## src/rtl/dds_pkg.sv

```systemverilog
// Shared types and constants for the DDS frequency-sweep sequencer.
// Fword constants assume a 50 MHz sys_clk and a 32-bit phase accumulator.
package dds_pkg;

  localparam int FW_W_DEF = 32;
  localparam int PW_W_DEF = 12;

  typedef enum logic [2:0] {
    ST_IDLE  = 3'd0,
    ST_LOAD  = 3'd1,
    ST_DWELL = 3'd2,
    ST_STEP  = 3'd3,
    ST_DONE  = 3'd4
  } state_t;

  localparam logic [1:0] MODE_SINGLE = 2'b00;
  localparam logic [1:0] MODE_SAW    = 2'b01;
  localparam logic [1:0] MODE_TRI    = 2'b10;

  localparam logic [31:0] F_100 = 32'd8590;
  localparam logic [31:0] F_300 = 32'd25770;
  localparam logic [31:0] F_1k  = 32'd85899;
  localparam logic [31:0] F_3k  = 32'd257698;
  localparam logic [31:0] F_10k = 32'd858993;

  // Mode 11 is not a distinct sweep; it behaves as a single sweep.
  function automatic logic [1:0] eff_mode(input logic [1:0] mode);
    return ((mode == MODE_SAW) || (mode == MODE_TRI)) ? mode : MODE_SINGLE;
  endfunction

endpackage

```

## src/rtl/dds_dwell_timer.sv

```systemverilog
// Loadable down-counter that saturates at zero; flags zero so the sweep
// sequencer knows when the current point has been held long enough.
module dds_dwell_timer #(
  parameter int DWELL_W = 24
) (
  input  logic               i_clk,
  input  logic               i_rst,
  input  logic               i_load,
  input  logic [DWELL_W-1:0] i_load_val,
  output logic               o_zero
);

  logic [DWELL_W-1:0] r_cnt;

  always_ff @(posedge i_clk) begin
    if (i_rst) begin
      r_cnt <= {DWELL_W{1'b0}};
    end else if (i_load) begin
      r_cnt <= i_load_val;
    end else if (r_cnt != {DWELL_W{1'b0}}) begin
      r_cnt <= r_cnt - {{(DWELL_W-1){1'b0}}, 1'b1};
    end else begin
      r_cnt <= r_cnt;
    end
  end

  assign o_zero = (r_cnt == {DWELL_W{1'b0}});

endmodule

```

## src/rtl/dds_sweep_ctrl.sv

```systemverilog
// Frequency-sweep sequencer driving the DDS core Fword/Pword inputs.
// Every point is held cfg_dwell+1 cycles; the STEP cycle is the last one.
import dds_pkg::*;

module dds_sweep_ctrl #(
  parameter int FW_W    = 32,
  parameter int PW_W    = 12,
  parameter int DWELL_W = 24,
  parameter int FW_RST  = 8590
) (
  input  logic               sys_clk,
  input  logic               rst,
  input  logic               start,
  input  logic               abort,
  input  logic [FW_W-1:0]    cfg_f_start,
  input  logic [FW_W-1:0]    cfg_f_stop,
  input  logic [FW_W-1:0]    cfg_f_step,
  input  logic [DWELL_W-1:0] cfg_dwell,
  input  logic [1:0]         cfg_mode,
  input  logic [PW_W-1:0]    cfg_pword,
  output logic [FW_W-1:0]    Fword,
  output logic [PW_W-1:0]    Pword,
  output logic               fword_upd,
  output logic               busy,
  output logic               sweep_done,
  output logic               cfg_err
);

  state_t r_state, w_state_nxt, w_point_st;
  logic [FW_W-1:0] r_fword, w_fword_nxt;
  logic [PW_W-1:0] r_pword, w_pword_nxt;
  logic r_dir_up, w_dir_up_nxt;
  logic r_upd, w_upd_nxt, r_busy, w_busy_nxt, r_done, w_done_nxt, r_err, w_err_nxt;
  logic w_latch, w_tmr_load, w_tmr_zero, w_cfg_bad;
  logic [FW_W-1:0] r_f_start, r_f_stop, r_f_step, w_up_val, w_dn_val;
  logic [DWELL_W-1:0] r_dwell;
  logic [1:0] r_mode;
  logic [PW_W-1:0] r_pword_sh;
  logic [FW_W:0] w_sum, w_diff;

  // Timer holds dwell-1 because the STEP cycle itself is the final cycle of a point.
  dds_dwell_timer #(.DWELL_W(DWELL_W)) u_dwell_timer (
    .i_clk      (sys_clk),
    .i_rst      (rst),
    .i_load     (w_tmr_load),
    .i_load_val (r_dwell - {{(DWELL_W-1){1'b0}}, 1'b1}),
    .o_zero     (w_tmr_zero)
  );

  assign w_cfg_bad  = (cfg_f_start > cfg_f_stop) || (cfg_f_step == {FW_W{1'b0}});
  assign w_point_st = (r_dwell == {DWELL_W{1'b0}}) ? ST_STEP : ST_DWELL;
  assign w_sum      = {1'b0, r_fword} + {1'b0, r_f_step};
  assign w_diff     = {1'b0, r_fword} - {1'b0, r_f_step};
  assign w_up_val   = (w_sum[FW_W] || (w_sum[FW_W-1:0] >= r_f_stop)) ? r_f_stop : w_sum[FW_W-1:0];
  assign w_dn_val   = (w_diff[FW_W] || (w_diff[FW_W-1:0] <= r_f_start)) ? r_f_start : w_diff[FW_W-1:0];

  always_comb begin
    w_state_nxt  = r_state;
    w_fword_nxt  = r_fword;
    w_pword_nxt  = r_pword;
    w_dir_up_nxt = r_dir_up;
    w_busy_nxt   = r_busy;
    w_upd_nxt    = 1'b0;
    w_done_nxt   = 1'b0;
    w_err_nxt    = 1'b0;
    w_latch      = 1'b0;
    w_tmr_load   = 1'b0;
    if (abort) begin
      w_state_nxt = ST_IDLE;
      w_busy_nxt  = 1'b0;
    end else begin
      case (r_state)
        ST_IDLE: begin
          if (start && w_cfg_bad) begin
            w_err_nxt = 1'b1;
          end else if (start) begin
            w_latch     = 1'b1;
            w_busy_nxt  = 1'b1;
            w_state_nxt = ST_LOAD;
          end else begin
            w_state_nxt = ST_IDLE;
          end
        end
        ST_LOAD: begin
          w_fword_nxt  = r_f_start;
          w_pword_nxt  = r_pword_sh;
          w_upd_nxt    = 1'b1;
          w_dir_up_nxt = 1'b1;
          w_tmr_load   = 1'b1;
          w_state_nxt  = w_point_st;
        end
        ST_DWELL: begin
          if (w_tmr_zero) begin
            w_state_nxt = ST_STEP;
          end else begin
            w_state_nxt = ST_DWELL;
          end
        end
        ST_STEP: begin
          w_upd_nxt   = 1'b1;
          w_tmr_load  = 1'b1;
          w_state_nxt = w_point_st;
          if (r_dir_up && (r_fword < r_f_stop)) begin
            w_fword_nxt = w_up_val;
          end else if (r_dir_up) begin
            case (eff_mode(r_mode))
              MODE_SAW: w_fword_nxt = r_f_start;
              MODE_TRI: begin
                w_dir_up_nxt = 1'b0;
                w_fword_nxt  = w_dn_val;
              end
              default: begin
                w_upd_nxt   = 1'b0;
                w_tmr_load  = 1'b0;
                w_busy_nxt  = 1'b0;
                w_done_nxt  = 1'b1;
                w_state_nxt = ST_DONE;
              end
            endcase
          end else if (r_fword > r_f_start) begin
            w_fword_nxt = w_dn_val;
          end else if (r_fword < r_f_stop) begin
            w_dir_up_nxt = 1'b1;
            w_fword_nxt  = w_up_val;
          end else begin
            // Degenerate range: the point repeats but still counts as an update.
            w_fword_nxt = r_f_start;
          end
        end
        ST_DONE: w_state_nxt = ST_IDLE;
        default: begin
          w_state_nxt = ST_IDLE;
          w_busy_nxt  = 1'b0;
        end
      endcase
    end
  end

  always_ff @(posedge sys_clk) begin
    if (rst) begin
      r_state    <= ST_IDLE;
      r_fword    <= FW_W'(FW_RST);
      r_pword    <= {PW_W{1'b0}};
      r_dir_up   <= 1'b1;
      r_busy     <= 1'b0;
      r_upd      <= 1'b0;
      r_done     <= 1'b0;
      r_err      <= 1'b0;
      r_f_start  <= {FW_W{1'b0}};
      r_f_stop   <= {FW_W{1'b0}};
      r_f_step   <= {FW_W{1'b0}};
      r_dwell    <= {DWELL_W{1'b0}};
      r_mode     <= MODE_SINGLE;
      r_pword_sh <= {PW_W{1'b0}};
    end else begin
      r_state  <= w_state_nxt;
      r_fword  <= w_fword_nxt;
      r_pword  <= w_pword_nxt;
      r_dir_up <= w_dir_up_nxt;
      r_busy   <= w_busy_nxt;
      r_upd    <= w_upd_nxt;
      r_done   <= w_done_nxt;
      r_err    <= w_err_nxt;
      if (w_latch) begin
        r_f_start  <= cfg_f_start;
        r_f_stop   <= cfg_f_stop;
        r_f_step   <= cfg_f_step;
        r_dwell    <= cfg_dwell;
        r_mode     <= cfg_mode;
        r_pword_sh <= cfg_pword;
      end else begin
        r_f_start  <= r_f_start;
        r_f_stop   <= r_f_stop;
        r_f_step   <= r_f_step;
        r_dwell    <= r_dwell;
        r_mode     <= r_mode;
        r_pword_sh <= r_pword_sh;
      end
    end
  end

  assign Fword      = r_fword;
  assign Pword      = r_pword;
  assign fword_upd  = r_upd;
  assign busy       = r_busy;
  assign sweep_done = r_done;
  assign cfg_err    = r_err;

endmodule

```

## config.mk

```make
export PLATFORM = sky130hd
export DESIGN_NAME = dds_sweep_ctrl
export DESIGN_NICKNAME = d
export VERILOG_FILES = /design/src/rtl/dds_pkg.sv /design/src/rtl/dds_dwell_timer.sv /design/src/rtl/dds_sweep_ctrl.sv
export SDC_FILE = /design/constraint.sdc
export NUM_CORES = 1
export LEC_CHECK = 0
export ABC_CLOCK_PERIOD_IN_PS = 14000
export BUFFER_PORTS_ARGS = -buffer_cell sky130_fd_sc_hd__buf_2
export CORE_MARGIN = 2
export CORE_UTILIZATION = 55
export DETAILED_ROUTE_END_ITERATION = 10
export PLACE_DENSITY = 0.75
export SLEW_MARGIN = 20
export SYNTH_ARGS = -nofsm -noshare
export SYNTH_HDL_FRONTEND = slang
export SYNTH_HIERARCHICAL = 1
export SYNTH_SLANG_ARGS = --single-unit
```

## constraint.sdc

```tcl
create_clock -name sys_clk -period 14 [get_ports sys_clk]
set_input_delay 2.8 -clock sys_clk [delete_from_list [all_inputs] [get_ports sys_clk]]
set_output_delay 2.8 -clock sys_clk [all_outputs]
set_load 0.01 [all_outputs]
```

==> flow_summary.json, run 1 <==
{
  "status": "completed",
  "critPathBufInv": 0,
  "avgRoutedWirePerCell_um": 22.2,
  "avgSynthCellArea_um2": 7.88,
  "gp_congestion": 1.02,
  "overflow": 0,
  "num_vias": 18400,
  "fill_cells": 2958,
  "rows": 66,
  "p_leak_nw": 8.50,
  "hold_viol": 0,
  "cts_tree": "done",
  "hold_ws_ns": 0.448,
  "cts_inserted_buffers": 26,
  "place.detailed.hpwl_mm": 48.3,
  "worstPathRequired_ns": 14.44,
  "cp_slowest_cell": "or3_1",
  "ant_nets": 0,
  "path_class": "reg2reg",
  "rsz0062_at_grt": "false",
  "synth.ff_latch_count": 210,
  "pin_count": 186,
  "yosysSeqAreaShare_pct": 23.4,
  "yosys_warnings": 6,
  "drive_gt1_share_pct": 12.0,
  "setup_viol": 0,
  "grt_max_degree": 134,
  "final_common_cell": "nor2_1",
  "cpPeakStageDelay_ns": 0.71,
  "syn_to_final_growth_pct": 11.8,
  "finalCritPeriodShare_pct": 52.4,
  "worstMarginPinSlew_ns": 1.11,
  "cts_buffer_depth": 3,
  "irDropWorstVdd_mv": 0.117,
  "tns_ns": 0,
  "synth_edf_count": 0,
  "cap_violations": 0,
  "drt-vias-per-instance": 6.43,
  "async_flop_share_pct": 0,
  "htreeDepth": 1,
  "syn_nets": 2645,
  "r2r_start": "Fword[8]",
  "timing.slew.headroom_pct": 24.0,
  "drv_slew": 0,
  "path_max_fanout": 17,
  "fin_skew_ns": 0.0263,
  "die_y_um": 185,
  "die-area_um2": 34100,
  "post_cts_buffers": 0,
  "core_area_um2": 32400,
  "worst_path_dominant_cell_family": "compound AO/OA/AOI/OAI gates",
  "syn_inst": 2277,
  "clk_pin_slew_worst_paths_ns": 0.07,
  "clock_sinks": 210,
  "cp-end-kind": "register",
  "drtPass1Iterations": 6,
  "rr_endpoint": "Fword[0]",
  "crit_start": "Fword[8]",
  "track_usage_pct": 36.5,
  "power_per_cell_area_nw_per_um2": 120,
  "crit_path_end": "Fword[0]",
  "wirelength_mm": 63.4,
  "syn-cell-area_um2": 17900,
  "die_width_um": 185,
  "clkLatencyLatePin_ns": 0.57,
  "layout_common_cells": "271 x nor2_1, 228 x ha_1, 210 x dfxtp_1",
  "worstPathArrival_ns": 7.77,
  "io_buffer_count": 185,
  "initial_core_util_pct": 55.4,
  "grt_pass1_wl_mm": 97.8,
  "hold_class": "reg2reg",
  "reg2reg_depth": 22,
  "ctsResizeCount": 0,
  "synth_cell_types": 95,
  "ys.flop_type": "dfxtp_1",
  "post-route-min-period_ns": 7.33,
  "path_cells": "ha_1 > nor3b_1 > a211oi_1 > a2111oi_4 > a211oi_2 > a311oi_4 > a221oi_1 > o41a_1 > nor2_1 > nor2_1 > xor2_1 > ha_1 > nand4_1 > nor3_1 > nand2_1 > a21oi_1 > o221a_1 > or3_1 > nand2_1 > o21ai_0 > a221oi_1 > a221o_1",
  "drc": 0,
  "nets": 2762,
  "cp.depth": 22,
  "max_clock_freq_mhz": 136,
  "cts-root-buf": "clkbuf_16",
  "antenna_found_initial": 1,
  "crit_path_start_kind": "register",
  "cts_hold_buffers": 0,
  "first_global_vias": 17500,
  "drtIter0Drc": 1921,
  "rrSetupSlack_ns": 6.67
}
[flip-flops by register name (all words and copies together) (netlist names)]
register             cells
Fword                   32
cfg_err                  1
u_dwell_timer/r_cnt     24
r_pword_sh              12
r_f_step                32
r_f_start               32
busy                     1
r_f_stop                32
r_dwell                 24
r_mode                   2
fword_upd                1
Pword                   12
r_state                  3
sweep_done               1
r_dir_up                 1
[cell type report]
| cell class | instances | area (um2) | area share (%) |
|---|---|---|---|
| Timing Repair Buffer | 200 | 1060 | 5.27 |
| Multi-Input combinational cell | 1779 | 12600 | 62.9 |
| Sequential cell | 210 | 4200 | 20.9 |
| Clock inverter | 17 | 263 | 1.31 |
| Antenna cell | 1 | 2.50 | 0.0125 |
| Inverter | 177 | 664 | 3.31 |
| Tap cell | 442 | 553 | 2.75 |
| Clock buffer | 30 | 696 | 3.47 |
[cells in the mapped netlist, drive strengths merged, types with 39 or more instances]
cell type | n | share of area (%)
nor2 | 273 | 5.7
nand3 | 39 | 1.1
o21ai | 101 | 2.8
xnor2 | 55 | 2.7
ha | 228 | 16
a21oi | 174 | 4.9
nand2 | 170 | 3.6
inv | 176 | 3.7
mux2i | 150 | 8.4
clkbuf | 74 | 1.6
nor3 | 59 | 1.7
xor2 | 39 | 1.9
dfxtp | 210 | 23
[logic make-up after synthesis]
family / share of synthesized area [%]
fa+ha+maj: 16.1
mux: 8.80
compound gates: 22.2
buf+inv: 6.44
xor+xnor: 4.59
flops: 23.4
simple gates: 18.5
[tightest hold or removal path, delay by kind of cell, from the launching register on]
family	cells	cell delay, ns
DFF	1	0.30
and+or+nand+nor	1	0.05
AOI/OAI and AO/OA	1	0.05
[where the power goes]
part / switching, mW / internal, mW
clock network: 0.297 / 0.468
logic: 0.591 / 0.341
registers: 0.0582 / 0.651
total: 0.945 / 1.46
[per-stage QoR]
step / std cells / utilization (%) / cell area (um2) / total power, mW / setup slack [ns]
after floorplan: 2277 / - / 17900 / 1.36 / 8.36
after global placement: 2808 / 59.0 / 19100 / 1.59 / 7.08
after detailed placement: 2808 / 59.0 / 19100 / 1.61 / 6.99
after CTS: 2855 / 62.0 / 20100 / 2.38 / 6.95
after global routing: 2856 / 62.0 / 20100 / 2.52 / 6.32
final: 2856 / 62.0 / 20100 / 2.41 / 6.67
[layer usage]
metal / GRT usage (%) / up-vias / wire (um) / part of all wire (%)
li1: - / 8521 / - / -
met1: 47.7 / 8629 / 26000 / 41
met2: 57.8 / 995 / 27800 / 44
met3: 5.83 / 230 / 5750 / 9.1
met4: 19.3 / 0 / 3840 / 6.0
met5: 0 / - / 0 / 0
[worst min-delay path by stage]
stage | from | end | slack, ns | cells past startpoint
finish | r_pword_sh[9] | Pword[9] | 0.45 | 2
global route | r_pword_sh[0] | Pword[0] | 0.47 | 2
CTS | r_pword_sh[0] | Pword[0] | 0.43 | 2
detailed placement | Pword[5] | Pword[5] | 0.44 | 2
global placement | r_pword_sh[9] | Pword[9] | 0.44 | 2
floorplan | r_pword_sh[0] | Pword[0] | 0.43 | 2
No activity file was read; power rests on OpenSTA's default activity.
==> inputs of run 2 (changes only) <==
--- a/config.mk
+++ b/config.mk
@@ -5,12 +5,13 @@
 export SDC_FILE = /design/constraint.sdc
 export NUM_CORES = 1
 export LEC_CHECK = 0
-export ABC_CLOCK_PERIOD_IN_PS = 14000
+export ABC_AREA = 1
+export ABC_CLOCK_PERIOD_IN_PS = 6130
 export BUFFER_PORTS_ARGS = -buffer_cell sky130_fd_sc_hd__buf_2
 export CORE_MARGIN = 2
 export CORE_UTILIZATION = 55
 export DETAILED_ROUTE_END_ITERATION = 10
-export PLACE_DENSITY = 0.75
+export PLACE_DENSITY = 0.77
 export SLEW_MARGIN = 20
 export SYNTH_ARGS = -nofsm -noshare
 export SYNTH_HDL_FRONTEND = slang
==> constraint.sdc (replaced) <==
create_clock -name sys_clk -period 6.13 [get_ports sys_clk]
set_input_delay 1.226 -clock sys_clk [delete_from_list [all_inputs] [get_ports sys_clk]]
set_output_delay 1.226 -clock sys_clk [all_outputs]
set_load 0.01 [all_outputs]
==> run 2 against run 1 <==
Compared with the run above: wire length grew 12%; clock skew shrank 0.0096 ns; cell count is 46% higher; non-clock buffer count increased by 17; die area rose by 17%; maximum frequency up 48%.
==> flow_summary.json, run 2 <==
{
  "die_y_um": 199,
  "internal_power_mw": 3.60,
  "swShare_pct": 45.0,
  "cts_buffer_depth": 3,
  "fin_skew_ns": 0.0167,
  "ant_nets": 0,
  "hold_class": "reg2reg",
  "syn-cell-area_um2": 21000,
  "clk_pin_slew_worst_paths_ns": 0.06,
  "drtPass1Iterations": 6,
  "antenna_found_initial": 2,
  "status": "completed",
  "worstPathArrival_ns": 5.34,
  "post_cts_buffers": 0,
  "max_clock_freq_mhz": 202,
  "irDropWorstVdd_mv": 0.234,
  "drv_slew": 0,
  "hold_viol": 0,
  "syn_nets": 3909,
  "cts_tree": "done",
  "layout_common_cells": "984 x nand2_1, 546 x inv_1, 362 x a21oi_1",
  "ys_top_cells_by_count": "985 x nand2_1, 547 x inv_1, 362 x a21oi_1",
  "pin_count": 186,
  "setup_viol": 0,
  "syn_inst": 3541,
  "overflow": 0,
  "io_buffer_count": 185,
  "wirelength_mm": 71.2,
  "clock_sinks": 210,
  "rows": 71,
  "synth.ff_latch_count": 210,
  "rsz0062_at_grt": "false",
  "path_class": "reg2reg",
  "ctsResizeCount": 0,
  "place.detailed.hpwl_mm": 54.9,
  "synth_cell_types": 49,
  "gp_congestion": 1.02,
  "power_per_cell_area_nw_per_um2": 283,
  "hold_ws_ns": 0.461,
  "place_area_um2": 22100,
  "p_leak_nw": 12.1,
  "worstPathRequired_ns": 6.52,
  "worstMarginPinSlew_ns": 1.06,
  "nets": 4016,
  "async_flop_share_pct": 0,
  "cap_violations": 0,
  "clkPwrFrac_pct": 26.3,
  "grt_max_degree": 125,
  "timing.slew.headroom_pct": 28.7,
  "path_max_fanout": 36,
  "avgSynthCellArea_um2": 5.93,
  "finalCritPeriodShare_pct": 80.7,
  "cp-end-kind": "register",
  "avgRoutedWirePerCell_um": 17.0,
  "synth_top_area_share_pct": 20.0,
  "track_usage_pct": 35.3,
  "htreeDepth": 1,
  "clkLatencyLatePin_ns": 0.56,
  "drt-vias-per-instance": 5.47,
  "syn_to_final_growth_pct": 9.88,
  "grt_pass1_wl_mm": 110,
  "post-route-min-period_ns": 4.95,
  "synth_edf_count": 0,
  "drc": 0,
  "num_vias": 22900,
  "stdcell_area_um2": 23100,
  "cts_inserted_buffers": 27,
  "die-area_um2": 39800,
  "power.switching_mw": 2.94,
  "synth_top_cell_by_area": "dfxtp_1",
  "synth.area.top_cells": "dfxtp_1 20%, nand2_1 18%, ha_1 14%, inv_1 9.8%, a21oi_1 8.6%",
  "cts-root-buf": "clkbuf_16",
  "power.share.combinational_pct": 48.4,
  "initial_core_util_pct": 55.8,
  "cts_hold_buffers": 0,
  "yosys_warnings": 6,
  "synth_most_common_cell": "nand2_1",
  "first_global_vias": 20500,
  "die_width_um": 199,
  "tns_ns": 0,
  "drtIter0Drc": 2165,
  "crit_path_start_kind": "register",
  "final_common_cell": "nand2_1",
  "core_area_um2": 37700,
  "ys.flop_type": "dfxtp_1",
  "yosysSeqAreaShare_pct": 20.0,
  "seqPwrFrac_pct": 25.2,
  "drive_gt1_share_pct": 10.1
}
==> run 2: cell types whose count changed after synthesis, moves of 36 or more <==
cell     before  now
a21oi_1     174  362
inv_1       168  547
mux2i_1     150    0
nand2_1     170  985
nand2_2       0   48
nand3_1      39  244
nor2_1      273  309
nor3_1       57   14
o21ai_0      79  194
xnor2_1      55    7
==> run 2: per-layer routing <==
layer | track usage [%] | vias up | wire (um)
li1 | - | 11500 | -
met1 | 47.2 | 10200 | 30300
met2 | 56.3 | 1010 | 31000
met3 | 4.84 | 180 | 6450
met4 | 16.1 | 0 | 3440
met5 | 0 | - | 0
==> run 2: worst paths after layout <==
| kind | end | from | cells after the start | slack, ns |
|---|---|---|---|---|
| max | Fword[22] | Fword[5] | 26 | 1.18 |
| min reg2reg | Pword[11] | r_pword_sh[11] | 2 | 0.46 |
| max reg2reg | Fword[22] | Fword[5] | 26 | 1.18 |
| min | Pword[11] | r_pword_sh[11] | 2 | 0.46 |
==> run 2: cell families (layout without fill, tap and decap cells) <==
group,count (synthesis),count (layout),synth area share [%]
other cells,0,2,0
buf+inv,699,825,13.6
compound gates,615,615,15.2
xor+xnor,50,50,2.08
simple gates,1737,1737,35.3
flops,210,210,20.0
fa+ha+maj,230,230,13.8
==> run 2: critical path, stage by stage, from the launching register on <==
cell,delay (ns)
dfxtp_1,0.54
ha_1,0.39
o21ai_0,0.39
inv_1,0.08
nand2_1,0.21
nand2_1,0.08
nand2_1,0.18
nand3_1,0.19
nand3_1,0.11
nand2_1,0.05
nand2_1,0.13
inv_1,0.06
ha_1,0.27
nand2_1,0.08
a21oi_1,0.04
o21ai_0,0.23
nand2_1,0.12
a21oi_1,0.14
nand3_1,0.20
nor2_8,0.62
nand2_1,0.16
nand3_1,0.14
nand2_1,0.06
nor2_1,0.13
nand2_1,0.06
nand2_1,0.05
a21oi_1,0.05
==> run 2: area by class of cell <==
cell class,count,area [um2]
timing repair buffer,217,1190
multi-input combinational,2632,14000
clock inverter,14,211
inverter,560,2110
tap,511,639
antenna,2,5.00
sequential,210,4200
fill,3891,14600
clock buffer,34,742
==> run 2: power by group through the flow <==
stage               combinational (mW)  clock, mW  sequential (mW)
global placement                  3.04          0             1.67
detailed placement                3.08          0             1.67
finish                            3.17       1.72             1.65
global route                      3.55       1.79             1.67
CTS                               3.10       1.74             1.64
floorplan                         2.44          0             1.64
==> run 2: metrics by stage <==
stage | utilization [%] | instances | setup slack, ns | total power, mW
after floorplan | - | 3541 | 2.56 | 4.08
after global placement | 58.7 | 4130 | 1.40 | 4.71
after detailed placement | 58.7 | 4130 | 1.39 | 4.75
after CTS | 61.3 | 4178 | 1.33 | 6.48
after global routing | 61.3 | 4180 | 0.860 | 7.01
final | 61.3 | 4180 | 1.18 | 6.54
